[config.mk]
export PLATFORM = sky130hd
export DESIGN_NAME = apb_requester
export DESIGN_NICKNAME = d
export VERILOG_FILES = /design/src/rtl/ws2812_apb_pkg.sv /design/src/rtl/apb_requester.sv
export SDC_FILE = /design/constraint.sdc
export NUM_CORES = 1
export LEC_CHECK = 0
export CORE_MARGIN = 10
export CORE_UTILIZATION = 50
export CTS_CLUSTER_SIZE = 8
export DETAILED_ROUTE_END_ITERATION = 8
export DONT_BUFFER_PORTS = 1
export GPL_TIMING_DRIVEN = 0
export PLACE_DENSITY_LB_ADDON = 0.12
export RECOVER_POWER = 100
export SLEW_MARGIN = 20
export SYNTH_ARGS = -nofsm -noshare
export SYNTH_HDL_FRONTEND = slang
export SYNTH_SLANG_ARGS = --single-unit
export TNS_END_PERCENT = 100
[constraint.sdc]
create_clock -name clk_i -period 2.8 [get_ports clk_i]
set_input_delay 0.42 -clock clk_i [delete_from_list [all_inputs] [get_ports clk_i]]
set_output_delay 0.42 -clock clk_i [all_outputs]
set_load 0.02 [all_outputs]
[src/rtl/ws2812_apb_pkg.sv]
// rtl/ws2812_apb_pkg.sv - shared types and constants for the WS2812 APB register path
//
// Purpose: requester FSM state encoding, WS2812 register offsets and
//          default bus widths shared by the APB requester and its users.
// Ports:   none (package).

package ws2812_apb_pkg;

    typedef enum logic [1:0] {
        ST_IDLE   = 2'd0,
        ST_SETUP  = 2'd1,
        ST_ACCESS = 2'd2,
        ST_RESP   = 2'd3
    } apb_state_t;

    localparam logic [7:0] WS2812_CTRL_OFFSET = 8'h00;
    localparam logic [7:0] WS2812_DATA_OFFSET = 8'h04;

    localparam int DEFAULT_ADDR_W = 6;
    localparam int DEFAULT_DATA_W = 32;

endpackage

[src/rtl/apb_requester.sv]
// rtl/apb_requester.sv - single-outstanding APB requester with completer watchdog
//
// Purpose: accepts one command at a time, runs the APB setup/access phases,
//          and returns read data plus error/timeout status. A watchdog aborts
//          an ACCESS phase that lasts TIMEOUT cycles (TIMEOUT = 0 disables it).
// Ports:
//   clk_i, rst_i                  clock, asynchronous active-high reset
//   cmd_valid_i / cmd_ready_o     command handshake
//   cmd_write_i, cmd_addr_i,
//   cmd_wdata_i                   command fields
//   rsp_valid_o / rsp_ready_i     response handshake
//   rsp_rdata_o, rsp_err_o,
//   rsp_timeout_o                 response fields
//   apb_psel_o, apb_penable_o,
//   apb_pwrite_o, apb_paddr_o,
//   apb_pwdata_o                  APB request (all registered)
//   apb_prdata_i, apb_pready_i,
//   apb_pslverr_i                 APB completion

module apb_requester
    import ws2812_apb_pkg::*;
#(
    parameter int ADDR_W  = DEFAULT_ADDR_W,
    parameter int DATA_W  = DEFAULT_DATA_W,
    parameter int TIMEOUT = 16
) (
    input  logic              clk_i,
    input  logic              rst_i,

    input  logic              cmd_valid_i,
    output logic              cmd_ready_o,
    input  logic              cmd_write_i,
    input  logic [ADDR_W-1:0] cmd_addr_i,
    input  logic [DATA_W-1:0] cmd_wdata_i,

    output logic              rsp_valid_o,
    input  logic              rsp_ready_i,
    output logic [DATA_W-1:0] rsp_rdata_o,
    output logic              rsp_err_o,
    output logic              rsp_timeout_o,

    output logic              apb_psel_o,
    output logic              apb_penable_o,
    output logic              apb_pwrite_o,
    output logic [ADDR_W-1:0] apb_paddr_o,
    output logic [DATA_W-1:0] apb_pwdata_o,
    input  logic [DATA_W-1:0] apb_prdata_i,
    input  logic              apb_pready_i,
    input  logic              apb_pslverr_i
);

    // A zero-width counter is illegal, so the disabled watchdog keeps one idle bit.
    localparam int CNT_W = (TIMEOUT > 0) ? $clog2(TIMEOUT + 1) : 1;
    localparam logic [CNT_W-1:0] CNT_LAST = CNT_W'((TIMEOUT > 0) ? TIMEOUT - 1 : 0);
    localparam bit WDOG_EN = (TIMEOUT != 0);

    apb_state_t        state_q, state_d;
    logic [CNT_W-1:0]  cnt_q, cnt_d;

    logic              cmd_ready_d;
    logic              rsp_valid_d;
    logic [DATA_W-1:0] rsp_rdata_d;
    logic              rsp_err_d;
    logic              rsp_timeout_d;
    logic              psel_d;
    logic              penable_d;
    logic              pwrite_d;
    logic [ADDR_W-1:0] paddr_d;
    logic [DATA_W-1:0] pwdata_d;

    always_comb begin
        state_d       = state_q;
        cnt_d         = cnt_q;
        cmd_ready_d   = cmd_ready_o;
        rsp_valid_d   = rsp_valid_o;
        rsp_rdata_d   = rsp_rdata_o;
        rsp_err_d     = rsp_err_o;
        rsp_timeout_d = rsp_timeout_o;
        psel_d        = apb_psel_o;
        penable_d     = apb_penable_o;
        pwrite_d      = apb_pwrite_o;
        paddr_d       = apb_paddr_o;
        pwdata_d      = apb_pwdata_o;

        case (state_q)
            ST_IDLE: begin
                if (cmd_valid_i && cmd_ready_o) begin
                    // The APB request registers double as the command latch.
                    pwrite_d    = cmd_write_i;
                    paddr_d     = cmd_addr_i;
                    pwdata_d    = cmd_wdata_i;
                    psel_d      = 1'b1;
                    penable_d   = 1'b0;
                    cmd_ready_d = 1'b0;
                    state_d     = ST_SETUP;
                end
            end

            ST_SETUP: begin
                penable_d = 1'b1;
                cnt_d     = '0;
                state_d   = ST_ACCESS;
            end

            ST_ACCESS: begin
                // PREADY is checked first so a completion on the expiry cycle wins.
                if (apb_pready_i) begin
                    psel_d        = 1'b0;
                    penable_d     = 1'b0;
                    rsp_err_d     = apb_pslverr_i;
                    rsp_timeout_d = 1'b0;
                    rsp_rdata_d   = apb_pwrite_o ? '0 : apb_prdata_i;
                    rsp_valid_d   = 1'b1;
                    state_d       = ST_RESP;
                end else if (WDOG_EN && (cnt_q == CNT_LAST)) begin
                    psel_d        = 1'b0;
                    penable_d     = 1'b0;
                    rsp_err_d     = 1'b1;
                    rsp_timeout_d = 1'b1;
                    rsp_rdata_d   = '0;
                    rsp_valid_d   = 1'b1;
                    state_d       = ST_RESP;
                end else if (WDOG_EN) begin
                    cnt_d = cnt_q + CNT_W'(1);
                end
            end

            ST_RESP: begin
                if (rsp_valid_o && rsp_ready_i) begin
                    rsp_valid_d = 1'b0;
                    cmd_ready_d = 1'b1;
                    state_d     = ST_IDLE;
                end
            end

            default: begin
                state_d = ST_IDLE;
            end
        endcase
    end

    always_ff @(posedge clk_i or posedge rst_i) begin
        if (rst_i) begin
            state_q       <= ST_IDLE;
            cnt_q         <= '0;
            cmd_ready_o   <= 1'b1;
            rsp_valid_o   <= 1'b0;
            rsp_rdata_o   <= '0;
            rsp_err_o     <= 1'b0;
            rsp_timeout_o <= 1'b0;
            apb_psel_o    <= 1'b0;
            apb_penable_o <= 1'b0;
            apb_pwrite_o  <= 1'b0;
            apb_paddr_o   <= '0;
            apb_pwdata_o  <= '0;
        end else begin
            state_q       <= state_d;
            cnt_q         <= cnt_d;
            cmd_ready_o   <= cmd_ready_d;
            rsp_valid_o   <= rsp_valid_d;
            rsp_rdata_o   <= rsp_rdata_d;
            rsp_err_o     <= rsp_err_d;
            rsp_timeout_o <= rsp_timeout_d;
            apb_psel_o    <= psel_d;
            apb_penable_o <= penable_d;
            apb_pwrite_o  <= pwrite_d;
            apb_paddr_o   <= paddr_d;
            apb_pwdata_o  <= pwdata_d;
        end
    end

endmodule

After elaboration in Yosys (flattened, before gate mapping)
Cells that the tools add are included.

cells by class
  reductions and logical operators = 17
  multiply operators = 0
  divide/modulo/power cells = 0
  eq/ne operators = 9
  order comparisons = 0
  add/sub/neg operators = 1
  shifts and indexed selects = 0
  mux-type cells = 25
  bitwise gates (word level) = 0

operator list
  kind                                                             number
  32-bit two-way mux                                               3
  3-bit AND reduction                                              6
  1-bit two-way mux                                                10
  5-bit two-way mux                                                2
  5-bit one-hot mux with 2 select lines                            1
  2-bit nonzero test                                               5
  2-bit two-way mux                                                4
  2-bit != test, second input constant                             4
  2-bit one-hot mux with 4 select lines                            1
  1-bit one-hot mux with 2 select lines                            3
  5-bit by 1-bit adder with 5-bit output, second input constant    1
  5-bit by 4-bit == test with 1-bit output, second input constant  1
  2-bit == test, second input constant                             2
  2-bit AND reduction                                              2
  3-bit != test, second input constant                             1
  1-bit one-hot mux with 3 select lines                            1
  3-bit nonzero test                                               1
  2-bit by 1-bit == test with 1-bit output, second input constant  1
  1-bit logical AND                                                2
  2-bit zero test                                                  1

word-level totals
  RAM bits = 0
  latch bits = 0
  memories = 0
  flip-flop bits (word level) = 84
  input port bits = 77
  output and inout bits = 77
  bits in read-only memories = 0

Depth between registers and ports, before layout
Gate-level depths: netlist (run 1).

  word-level depth = 4
  depth in mapped cells = 7
  depth with buffers taken out = 6

Worst setup path before layout (run 1)
OpenSTA, ideal clock, no wires.

  kind = flip-flop to flip-flop
  start point = register cnt_q[0]
  end point = register apb_penable_o
  path slack = 0.994 ns
  stages on the path, launching flop included = 7
  path buffers = 0
  clock period less this slack = 1.806 ns
  setup time = 0.125 ns
  arrival = 1.681 ns
  data required time = 2.675 ns
  path through = dfrtp_1 -> ha_1 -> and3_1 -> ha_1 -> nor3b_4 -> nor3_1 -> mux2_4

between the ends
  longest elaborated chain between the ends = 3

ends and longest elaborated chain
  item                                      line                  source
  from (decl)                               apb_requester.sv:58   logic [CNT_W-1:0] cnt_q, cnt_d;
  from (signal assigned)                    apb_requester.sv:158  cnt_q <= cnt_d;
  5-bit by 4-bit == test with 1-bit output  apb_requester.sv:115  end else if (WDOG_EN && (cnt_q == CNT_LAST)) begin
  3-bit != test (no line)                   -
  3-bit AND reduction (no line)             -
  to (signal assigned)                      apb_requester.sv:165  apb_penable_o <= penable_d;
  to (decl)                                 apb_requester.sv:43   output logic apb_penable_o,

No other way between the ends.
A chain may end at the register's enable or synchronous reset.

Worst setup path in the final report (run 1)
  start point = register state_q[0]
  end point = register apb_pwdata_o[6]

between the ends
  longest elaborated chain between the ends = 2

ends and longest elaborated chain
  item                           line                  source
  from (decl)                    apb_requester.sv:57   apb_state_t state_q, state_d;
  from (signal assigned)         apb_requester.sv:157  state_q <= state_d;
  2-bit zero test                apb_requester.sv:85   case (state_q)
  2-bit AND reduction (no line)  -
  to (signal assigned)           apb_requester.sv:168  apb_pwdata_o <= pwdata_d;
  to (decl)                      apb_requester.sv:46   output logic [DATA_W-1:0] apb_pwdata_o,

No other way between the ends.

==> impl_metrics.toml, run 1 <==
[sta]
period_share_pct = 80.28
hold_viol = 0
slew_headroom_pct = -1.508
tightest_slew_ps = 1514
setup_viol = 0
timing.fmax_ghz = 0.4449
period_minus_slack_ps = 2248
rsz0062_at_grt = "false"
drv_slew = 35
fin_worst_skew_ps = 6.179
finalWorstSetupSlack_ps = 552.3
timing.hold.ws_ps = 162.4

[cts]
path_clk_slew_ps = 80
clock_path_buffers = 2
htree_levels = 3
cts_hold_buf = 1
worstSkewPairLatency_ps = 340
postCtsSetupBuffers = 0
cts_tree = "yes"
numCtsBuffers = 9
cts_resized = 0
clock_sinks = 84
cts_root_buf = "clkbuf_8"

[critical_path]
worst-r2r-setup-slack_ps = 550
reg2reg_to = "apb_pwdata_o[6]$_DFFE_PP0P_"
reg2regPathDepth = 6
crit_fanout = 10
worstSetupStartpointType = "register"
path_class = "reg -> reg"
cp-end-kind = "register"
r2r_start = "state_q[0]$_DFFE_PP0P_"
cp.arrival_ps = 2460
required_ps = 3010

[logic_synthesis]
synth.distinct_cells = 36
ys_warn_count = 0
postSynthCellCount = 221
avgSynthCellArea_sq_um = 15.05
ys_seq_area_share_pct = 63.22
async_flop_share_pct = 100.0
synth_ff_type = "dfrtp_1"
netlist_area_sq_mm = 0.003327
ys_ff_latch = 84
synthesis.nets = 305
synth-edff-count = 0

[global_route]
globalRouteTotalUtil_pct = 15.05
grt_max_degree = 51
grt_pass1_wl_mm = 12.01
antenna_found_initial = 1
grt_pass1_vias = 2095
gr-total-overflow = 0

[floorplan]
initial_core_util_pct = 51.80
core_area_sq_mm = 0.006422
ioPinCount = 154
rows = 29
dieArea_sq_mm = 0.01032
die_w_um = 101.6
die_height_um = 101.6

[routing]
drc = 0
num_vias = 1922
wirelength_mm = 7.985
first_pass_iters = 4
antenna_left = 0
viasPerCell = 6.082
routedWlPerCell_um = 25.27
first_iter_violations = 56

[place]
post-place-ws_ps = 797.4
place_congestion = 0.7888
io_buffers = 0
hpwl_mm = 6.403

[layout]
drive_above_1_share_pct = 25.52
utilization_pct = 55.76
final_common_cell = "dfrtp_1"
fill_cells = 516
layout_common_cells = "dfrtp_1 (83), a22o_1 (32), mux2_2 (29), clkbuf_8 (9), mux2_1 (8)"
antenna_cells = 0
area_growth_pct = 7.634
final_nets = 318

[outcome]
status = "finished with violations"
violations = "capacitance limit, slew limit"

[pwr]
peakVddDrop_mv = 0.6002
p_per_area_mw_per_mm2 = 1291
p_sw_mw = 1.943
clkPwrFrac_pct = 16.1
seqPwrFrac_pct = 60.8
leakagePower_nw = 1.639
internal_power_mw = 2.678
switching_share_pct = 42.05
combinationalPowerShare_pct = 23.1

[min_path]
min_from = "apb_pready_i"
worstHoldPathCells = 1
min_to = "rsp_timeout_o$_DFFE_PP0P_"
hp-class = "in -> reg"

[flow_run]
cap_violations = 1
how the worst max path moves through the flow:
stage / startpoint / end / slack [ps] / depth (start not counted)
after floorplan: rst_i / apb_paddr_o[0]$_DFFE_PP0P_ / 220 / 1
after global placement: rst_i / apb_pwdata_o[14]$_DFFE_PP0P_ / -310 / 1
after detailed placement: cnt_q[0]$_DFFE_PP0P_ / apb_penable_o$_DFFE_PP0P_ / 800 / 6
after CTS: cnt_q[0]$_DFFE_PP0P_ / apb_penable_o$_DFFE_PP0P_ / 770 / 6
after global routing: cnt_q[0]$_DFFE_PP0P_ / rsp_rdata_o[26]$_DFFE_PP0P_ / 390 / 6
final: state_q[0]$_DFFE_PP0P_ / apb_pwdata_o[6]$_DFFE_PP0P_ / 550 / 6
through the flow:
step           setup TNS [ps]  instances  instance area (sq um)  power, mW
2_1_floorplan               0        221                   3327      3.627
3_3_place_gp           -25320        298                   3423      3.900
3_5_place_dp                0        299                   3453      4.011
4_1_cts                     0        316                   3638      4.771
5_1_grt                     0        316                   3581      4.899
6_report                    0        316                   3581      4.621
metal layers:
layer / share of wire [%] / global-route usage [%] / vias to the layer above
li1: - / - / 832
met1: 35 / 16.02 / 979
met2: 51 / 25.15 / 102
met3: 13 / 7.352 / 9
met4: 1.1 / 6.051 / 0
met5: 0 / 0 / -
sequential cells by signal, indices dropped and copies added, names as in the netlist:
register and count:
apb_pwrite_o 1, apb_penable_o 1, apb_paddr_o 6, cmd_ready_o 1, state_q 2, cnt_q 5, rsp_err_o 1, apb_pwdata_o 32
rsp_timeout_o 1, apb_psel_o 1, rsp_rdata_o 32, rsp_valid_o 1
Yosys cell counts (all sizes together), types with 2 or more instances:
library cell | number | area (sq um)
dfrtp | 83 | 2077
nand2 | 7 | 26.28
nor2 | 2 | 10.01
nor3 | 2 | 15.01
nand2b | 2 | 12.51
inv | 4 | 15.01
buf | 11 | 70.07
a22o | 32 | 280.3
a21boi | 2 | 15.02
a21oi | 2 | 10.01
ha | 7 | 87.58
mux2 | 41 | 506.7
o21ai | 7 | 35.03
nand3 | 5 | 30.03
power groups by stage:
stage                     Clock, mW  Combinational, mW  Sequential, mW
after global routing          0.827               1.19            2.88
after floorplan                   0              0.971            2.66
final                         0.745               1.07            2.81
after detailed placement          0               1.16            2.86
after CTS                     0.769               1.16            2.84
after global placement            0               1.07            2.83
logic make-up (layout without fill, tap and decap cells):
family,Yosys count,in the layout,share of synthesized area (%)
flip-flops,84,84,63.22
multiplexers,42,42,15.53
AND/OR/NAND/NOR,23,23,4.250
adder cells (fa/ha/maj),7,7,2.632
AO/OA/AOI/OAI,49,49,11.70
buffers and inverters,16,34,2.670
final cells by class:
| class | count | area [sq um] | share of cell area, % |
|---|---|---|---|
| buffer | 12 | 57.56 | 1.607 |
| clock buffer | 9 | 123.9 | 3.459 |
| clock inverter | 7 | 51.30 | 1.433 |
| inverter | 4 | 16.27 | 0.4542 |
| multi-input combinational | 121 | 1095 | 30.57 |
| sequential | 84 | 2103 | 58.74 |
| tap | 77 | 96.34 | 2.690 |
| timing repair buffer | 2 | 37.54 | 1.048 |
critical path: stages, from the launching register on:
cell and delay, ps:
dfrtp_1 420, inv_1 100, ha_1 280, nand3_1 140, clkbuf_1 440, clkbuf_2 380
mux2_1 370
Note: power is estimated with default switching activity, not from simulation.
==> inputs of run 2 (changes only) <==
==> constraint.sdc (replaced) <==
create_clock -name clk_i -period 1.9 [get_ports clk_i]
set_input_delay 0.285 -clock clk_i [delete_from_list [all_inputs] [get_ports clk_i]]
set_output_delay 0.285 -clock clk_i [all_outputs]
set_load 0.02 [all_outputs]
==> run 2 against run 1 <==
Compared with the run above: the flow now finishes without violations; clock skew grew 3.9 ps; largest cell class unchanged; combinational power increased by 68%; hold slack worse by 140 ps; setup slack got worse by 470 ps; sequential cell count unchanged; register-to-register slack got worse by 470 ps; first-iteration DRC count shrank 30%; sequential power is 47% higher.
==> impl_metrics.toml, run 2 (same netlist as run 1, synthesis figures left out) <==
[outcome]
status = "finished clean"

[cts]
numCtsBuffers = 9
clock_path_buffers = 2
clock_sinks = 84
htree_levels = 3
worstSkewPairLatency_ps = 340
path_clk_slew_ps = 90
cts_tree = "yes"
cts_root_buf = "clkbuf_8"

[critical_path]
path_class = "reg -> reg"
cp-end-kind = "register"
reg2regPathDepth = 7
critPathMaxStageDelay_ps = 390
cp_num_cells = 7
critPathBufInv = 1
worst-r2r-setup-slack_ps = 80
required_ps = 2130
crit_fanout = 5
worstSetupStartpointType = "register"
crit_path_top_delay_cell = "dfrtp_1"
worstPathCellList = "ha_1 -> and3_1 -> ha_4 -> nor3b_4 -> buf_6 -> nor3_1 -> mux2_4"
crit_family = "simple AND/OR/NAND/NOR gates"
cp.arrival_ps = 2050

[global_route]
antenna_found_initial = 1
gr-total-overflow = 0
grt_max_degree = 36
globalRouteTotalUtil_pct = 15.09
grt_pass1_vias = 2070
grt_pass1_wl_mm = 11.95

[sta]
timing.fmax_ghz = 0.5499
setup_tns_ps = 0
slew_headroom_pct = 21.13
fin_worst_skew_ps = 10.10
period_share_pct = 95.72
drv_slew = 0
tightest_slew_ps = 1177
timing.hold.ws_ps = 23.92
hold_viol = 0
period_minus_slack_ps = 1819
setup_viol = 0

[pwr]
peakVddDrop_mv = 0.8388
leakagePower_nw = 1.768
power_mw = 7.446
p_per_area_mw_per_mm2 = 1967

[layout]
design_area_sq_mm = 0.003785
antenna_cells = 0
top_regs = "apb_pwdata_o x32, rsp_rdata_o x32, apb_paddr_o x6"
layout_common_cells = "dfrtp_1 (83), a22o_1 (32), mux2_2 (29), mux2_4 (12), clkbuf_8 (10)"
final_nets = 324
utilization_pct = 58.93
fill_cells = 501
drive_above_1_share_pct = 33.88
area_growth_pct = 13.76
final_common_cell = "dfrtp_1"

[floorplan]
rows = 29
die_w_um = 101.6
initial_core_util_pct = 51.80
die_height_um = 101.6
core_area_sq_mm = 0.006422
ioPinCount = 154
dieArea_sq_mm = 0.01032

[min_path]
hp-class = "in -> reg"
worstHoldPathCells = 1

[routing]
num_vias = 1915
drc = 0
viasPerCell = 5.947
first_pass_iters = 4
first_iter_violations = 39
antenna_left = 0
routedWlPerCell_um = 25.10
wirelength_mm = 8.081

[place]
hpwl_mm = 6.350
place_congestion = 0.7889
io_buffers = 0
dpl_cell_area_sq_mm = 0.003467

[flow_run]
cap_violations = 0
[run 2: cell types whose count changed in the layout (fill, tap and decap cells not counted), sizes merged]
cell,previous run,this run
buf,8,19
bufinv,0,3
clkbuf,14,11
clkinv,4,1
clkinvlp,3,1
[run 2: worst reg2reg max path, stage by stage, from the launching register on]
cell and delay (ps):
dfrtp_1 390, ha_1 220, and3_1 220, ha_4 190, nor3b_4 190, buf_6 140, nor3_1 50, mux2_4 310
[run 2: final timing paths]
kind                                       from                          end
max                        cnt_q[0]$_DFFE_PP0P_    apb_penable_o$_DFFE_PP0P_
min                                apb_pready_i    rsp_timeout_o$_DFFE_PP0P_
max reg2reg                cnt_q[0]$_DFFE_PP0P_    apb_penable_o$_DFFE_PP0P_
min reg2reg                cnt_q[3]$_DFFE_PP0P_         cnt_q[3]$_DFFE_PP0P_
max in group asynchronous                 rst_i  rsp_rdata_o[11]$_DFFE_PP0P_
min in group asynchronous                 rst_i  apb_pwdata_o[4]$_DFFE_PP0P_
[run 2: layout make-up]
type / count / area, sq um / area share, %
flip-flops and latches: 84 / 2103 / 55.57
multi-input cells: 121 / 1160 / 30.64
clock buffers: 11 / 141.4 / 3.736
clock inverters: 5 / 107.6 / 2.843
well taps: 77 / 96.34 / 2.545
repair buffers: 9 / 90.09 / 2.380
plain buffers: 11 / 70.07 / 1.851
inverters: 4 / 16.27 / 0.4298
[run 2: timing repair]
action	CTS	global route
pin swaps	1	1
hold buffers	1	0
endpoints found under the hold margin	26	0
buffers inserted	2	4
setup endpoints to repair	38	38
gates resized for setup	2	4
[run 2: metrics by stage]
step           instances  worst slack [ps]
2_1_floorplan        221             93.64
3_3_place_gp         298            -39.47
3_5_place_dp         300            -102.7
4_1_cts              318            0.8078
5_1_grt              322            -2.841
6_report             322             81.35
[run 2: metal layers]
layer	GRT usage [%]	vias up	share of wire [%]
met4	6.381	0	1.1
met5	0	-	0
met2	26.04	90	53
met1	15.59	965	34
met3	6.807	8	12
li1	-	852	-
[run 2: power by group]
group / internal [mW] / switching (mW) / leakage (nW) / total [mW]
clock network: 0.917 / 0.607 / 0.124 / 1.52
registers: 2.57 / 1.56 / 1.04 / 4.13
logic: 1.07 / 0.726 / 0.601 / 1.80
total: 4.56 / 2.89 / 1.77 / 7.45
==> inputs of run 3 (changes only) <==
--- a/config.mk
+++ b/config.mk
@@ -13,6 +13,7 @@
 export GPL_TIMING_DRIVEN = 0
 export PLACE_DENSITY_LB_ADDON = 0.12
 export RECOVER_POWER = 100
+export REMOVE_ABC_BUFFERS = 1
 export SLEW_MARGIN = 20
 export SYNTH_ARGS = -nofsm -noshare
 export SYNTH_HDL_FRONTEND = slang
==> run 3 against run 2 <==
Compared with the run above: clock-buffer cell count decreased by 1; final cell count decreased by 2.8%; sequential power increased by 1%; final area decreased by 2.2%; wire length increased by 0.52%; critical path depth decreased by 1; sequential cell count unchanged; non-clock buffer count decreased by 11; combinational power decreased by 9%; global-route usage increased by 0.51 points; via count decreased by 0.94%; core utilization decreased by 1.3 points; largest power group unchanged.
==> impl_metrics.toml, run 3 (same netlist as run 1, synthesis figures left out) <==
[sta]
period_share_pct = 97.46
timing.fmax_ghz = 0.5400
hold_viol = 0
period_minus_slack_ps = 1852
drv_slew = 0
setup_viol = 0
slew_headroom_pct = 44.81
rsz0062_at_grt = "true"
fin_worst_skew_ps = 7.570
tightest_slew_ps = 823.3
timing.hold.ws_ps = 27.13

[pwr]
leakagePower_nw = 1.674
peakVddDrop_mv = 1.089
p_per_area_mw_per_mm2 = 1967
power_mw = 7.281

[floorplan]
core_area_sq_mm = 0.006422
initial_core_util_pct = 51.80
rows = 29
dieArea_sq_mm = 0.01032
die_height_um = 101.6
die_w_um = 101.6
ioPinCount = 154

[layout]
final_nets = 315
area_growth_pct = 11.24
final_common_cell = "dfrtp_1"
top_regs = "apb_pwdata_o x32, rsp_rdata_o x32, apb_paddr_o x6"
antenna_cells = 0
layout_common_cells = "dfrtp_1 (83), a22o_1 (32), mux2_2 (29), mux2_1 (10), clkbuf_8 (9)"
drive_above_1_share_pct = 27.12

[routing]
viasPerCell = 6.061
num_vias = 1897
wirelength_mm = 8.123
antenna_left = 0
drc = 0
routedWlPerCell_um = 25.95
first_pass_iters = 4
first_iter_violations = 47

[min_path]
hp-class = "in -> reg"
worstHoldPathCells = 1

[cts]
cts_tree = "yes"
clock_path_buffers = 2
numCtsBuffers = 9
worstSkewPairLatency_ps = 340
htree_levels = 3
path_clk_slew_ps = 80
clock_sinks = 84
cts_root_buf = "clkbuf_8"

[critical_path]
reg2regPathDepth = 6
worstSetupStartpointType = "register"
worst-r2r-setup-slack_ps = 50
cp.arrival_ps = 2080
required_ps = 2130
cp-end-kind = "register"
path_class = "reg -> reg"
crit_fanout = 5

[place]
hpwl_mm = 5.957
io_buffers = 0
place_congestion = 0.7925

[global_route]
antenna_found_initial = 0
grt_max_degree = 66
globalRouteTotalUtil_pct = 15.60
gr-total-overflow = 0
grt_pass1_wl_mm = 12.28
grt_pass1_vias = 2103

[flow_run]
cap_violations = 0

[outcome]
status = "finished clean"
[run 3: changes by cell type in the layout (fill, tap and decap cells not counted), sizes merged]
cell	before	now
buf	19	6
clkinv	1	3
bufbuf	0	1
inv	4	3
nand3	5	6
nor2	2	3
[run 3: area by class of cell]
type,count,area (sq um)
Clock inverter,6,112.6
Fill cell,507,2721
Sequential cell,84,2103
Clock buffer,10,127.6
Tap cell,77,96.34
Timing Repair Buffer,9,92.59
Inverter,4,16.27
Multi-Input combinational cell,123,1152
[run 3: final timing paths]
path / startpoint / endpoint
setup / recovery: cnt_q[0]$_DFFE_PP0P_ / state_q[1]$_DFFE_PP0P_
hold / removal: apb_pready_i / rsp_timeout_o$_DFFE_PP0P_
setup reg to reg: cnt_q[0]$_DFFE_PP0P_ / state_q[1]$_DFFE_PP0P_
hold reg to reg: cnt_q[3]$_DFFE_PP0P_ / cnt_q[3]$_DFFE_PP0P_
max in group asynchronous: rst_i / state_q[1]$_DFFE_PP0P_
min in group asynchronous: rst_i / apb_pwdata_o[22]$_DFFE_PP0P_
[run 3: routing by layer]
layer | vias to the layer above | share of wire [%] | global-route usage (%)
met3 | 6 | 11 | 7.488
met2 | 97 | 52 | 26.89
met4 | 0 | 0.74 | 5.171
met1 | 961 | 36 | 16.41
met5 | - | 0 | 0
li1 | 833 | - | -
[run 3: what timing repair did]
action,CTS,global route
resized for setup,6,3
setup buffers,3,3
hold buffers,1,0
setup endpoints to repair,76,43
pin swaps,3,2
gates cloned,2,0
hold endpoints to repair,19,0
[run 3: where the power goes]
group	internal, mW	switching (mW)
logic	0.937	0.689
registers	2.57	1.59
clock network	0.876	0.613
total	4.38	2.90
[run 3: worst max-delay path, cell delays in order (launching register included)]
cell,delay (ps)
dfrtp_1,400
ha_1,220
and3_1,210
ha_4,200
nor3b_4,290
nor3_2,110
mux2_4,310
[run 3: per-stage QoR]
step | cells | worst slack [ps] | utilization, % | TNS, ps | instance area [sq um]
floorplan | 209 | -585.7 | - | -67280 | 3253
global placement | 286 | -1105 | 52.15 | -137430 | 3349
global route | 313 | -38.21 | 57.63 | -218.5 | 3701
detailed placement | 288 | -471.0 | 52.91 | -30480 | 3398
finish | 313 | 48.24 | 57.63 | 0 | 3701
CTS | 310 | 2.566 | 58.15 | 0 | 3735
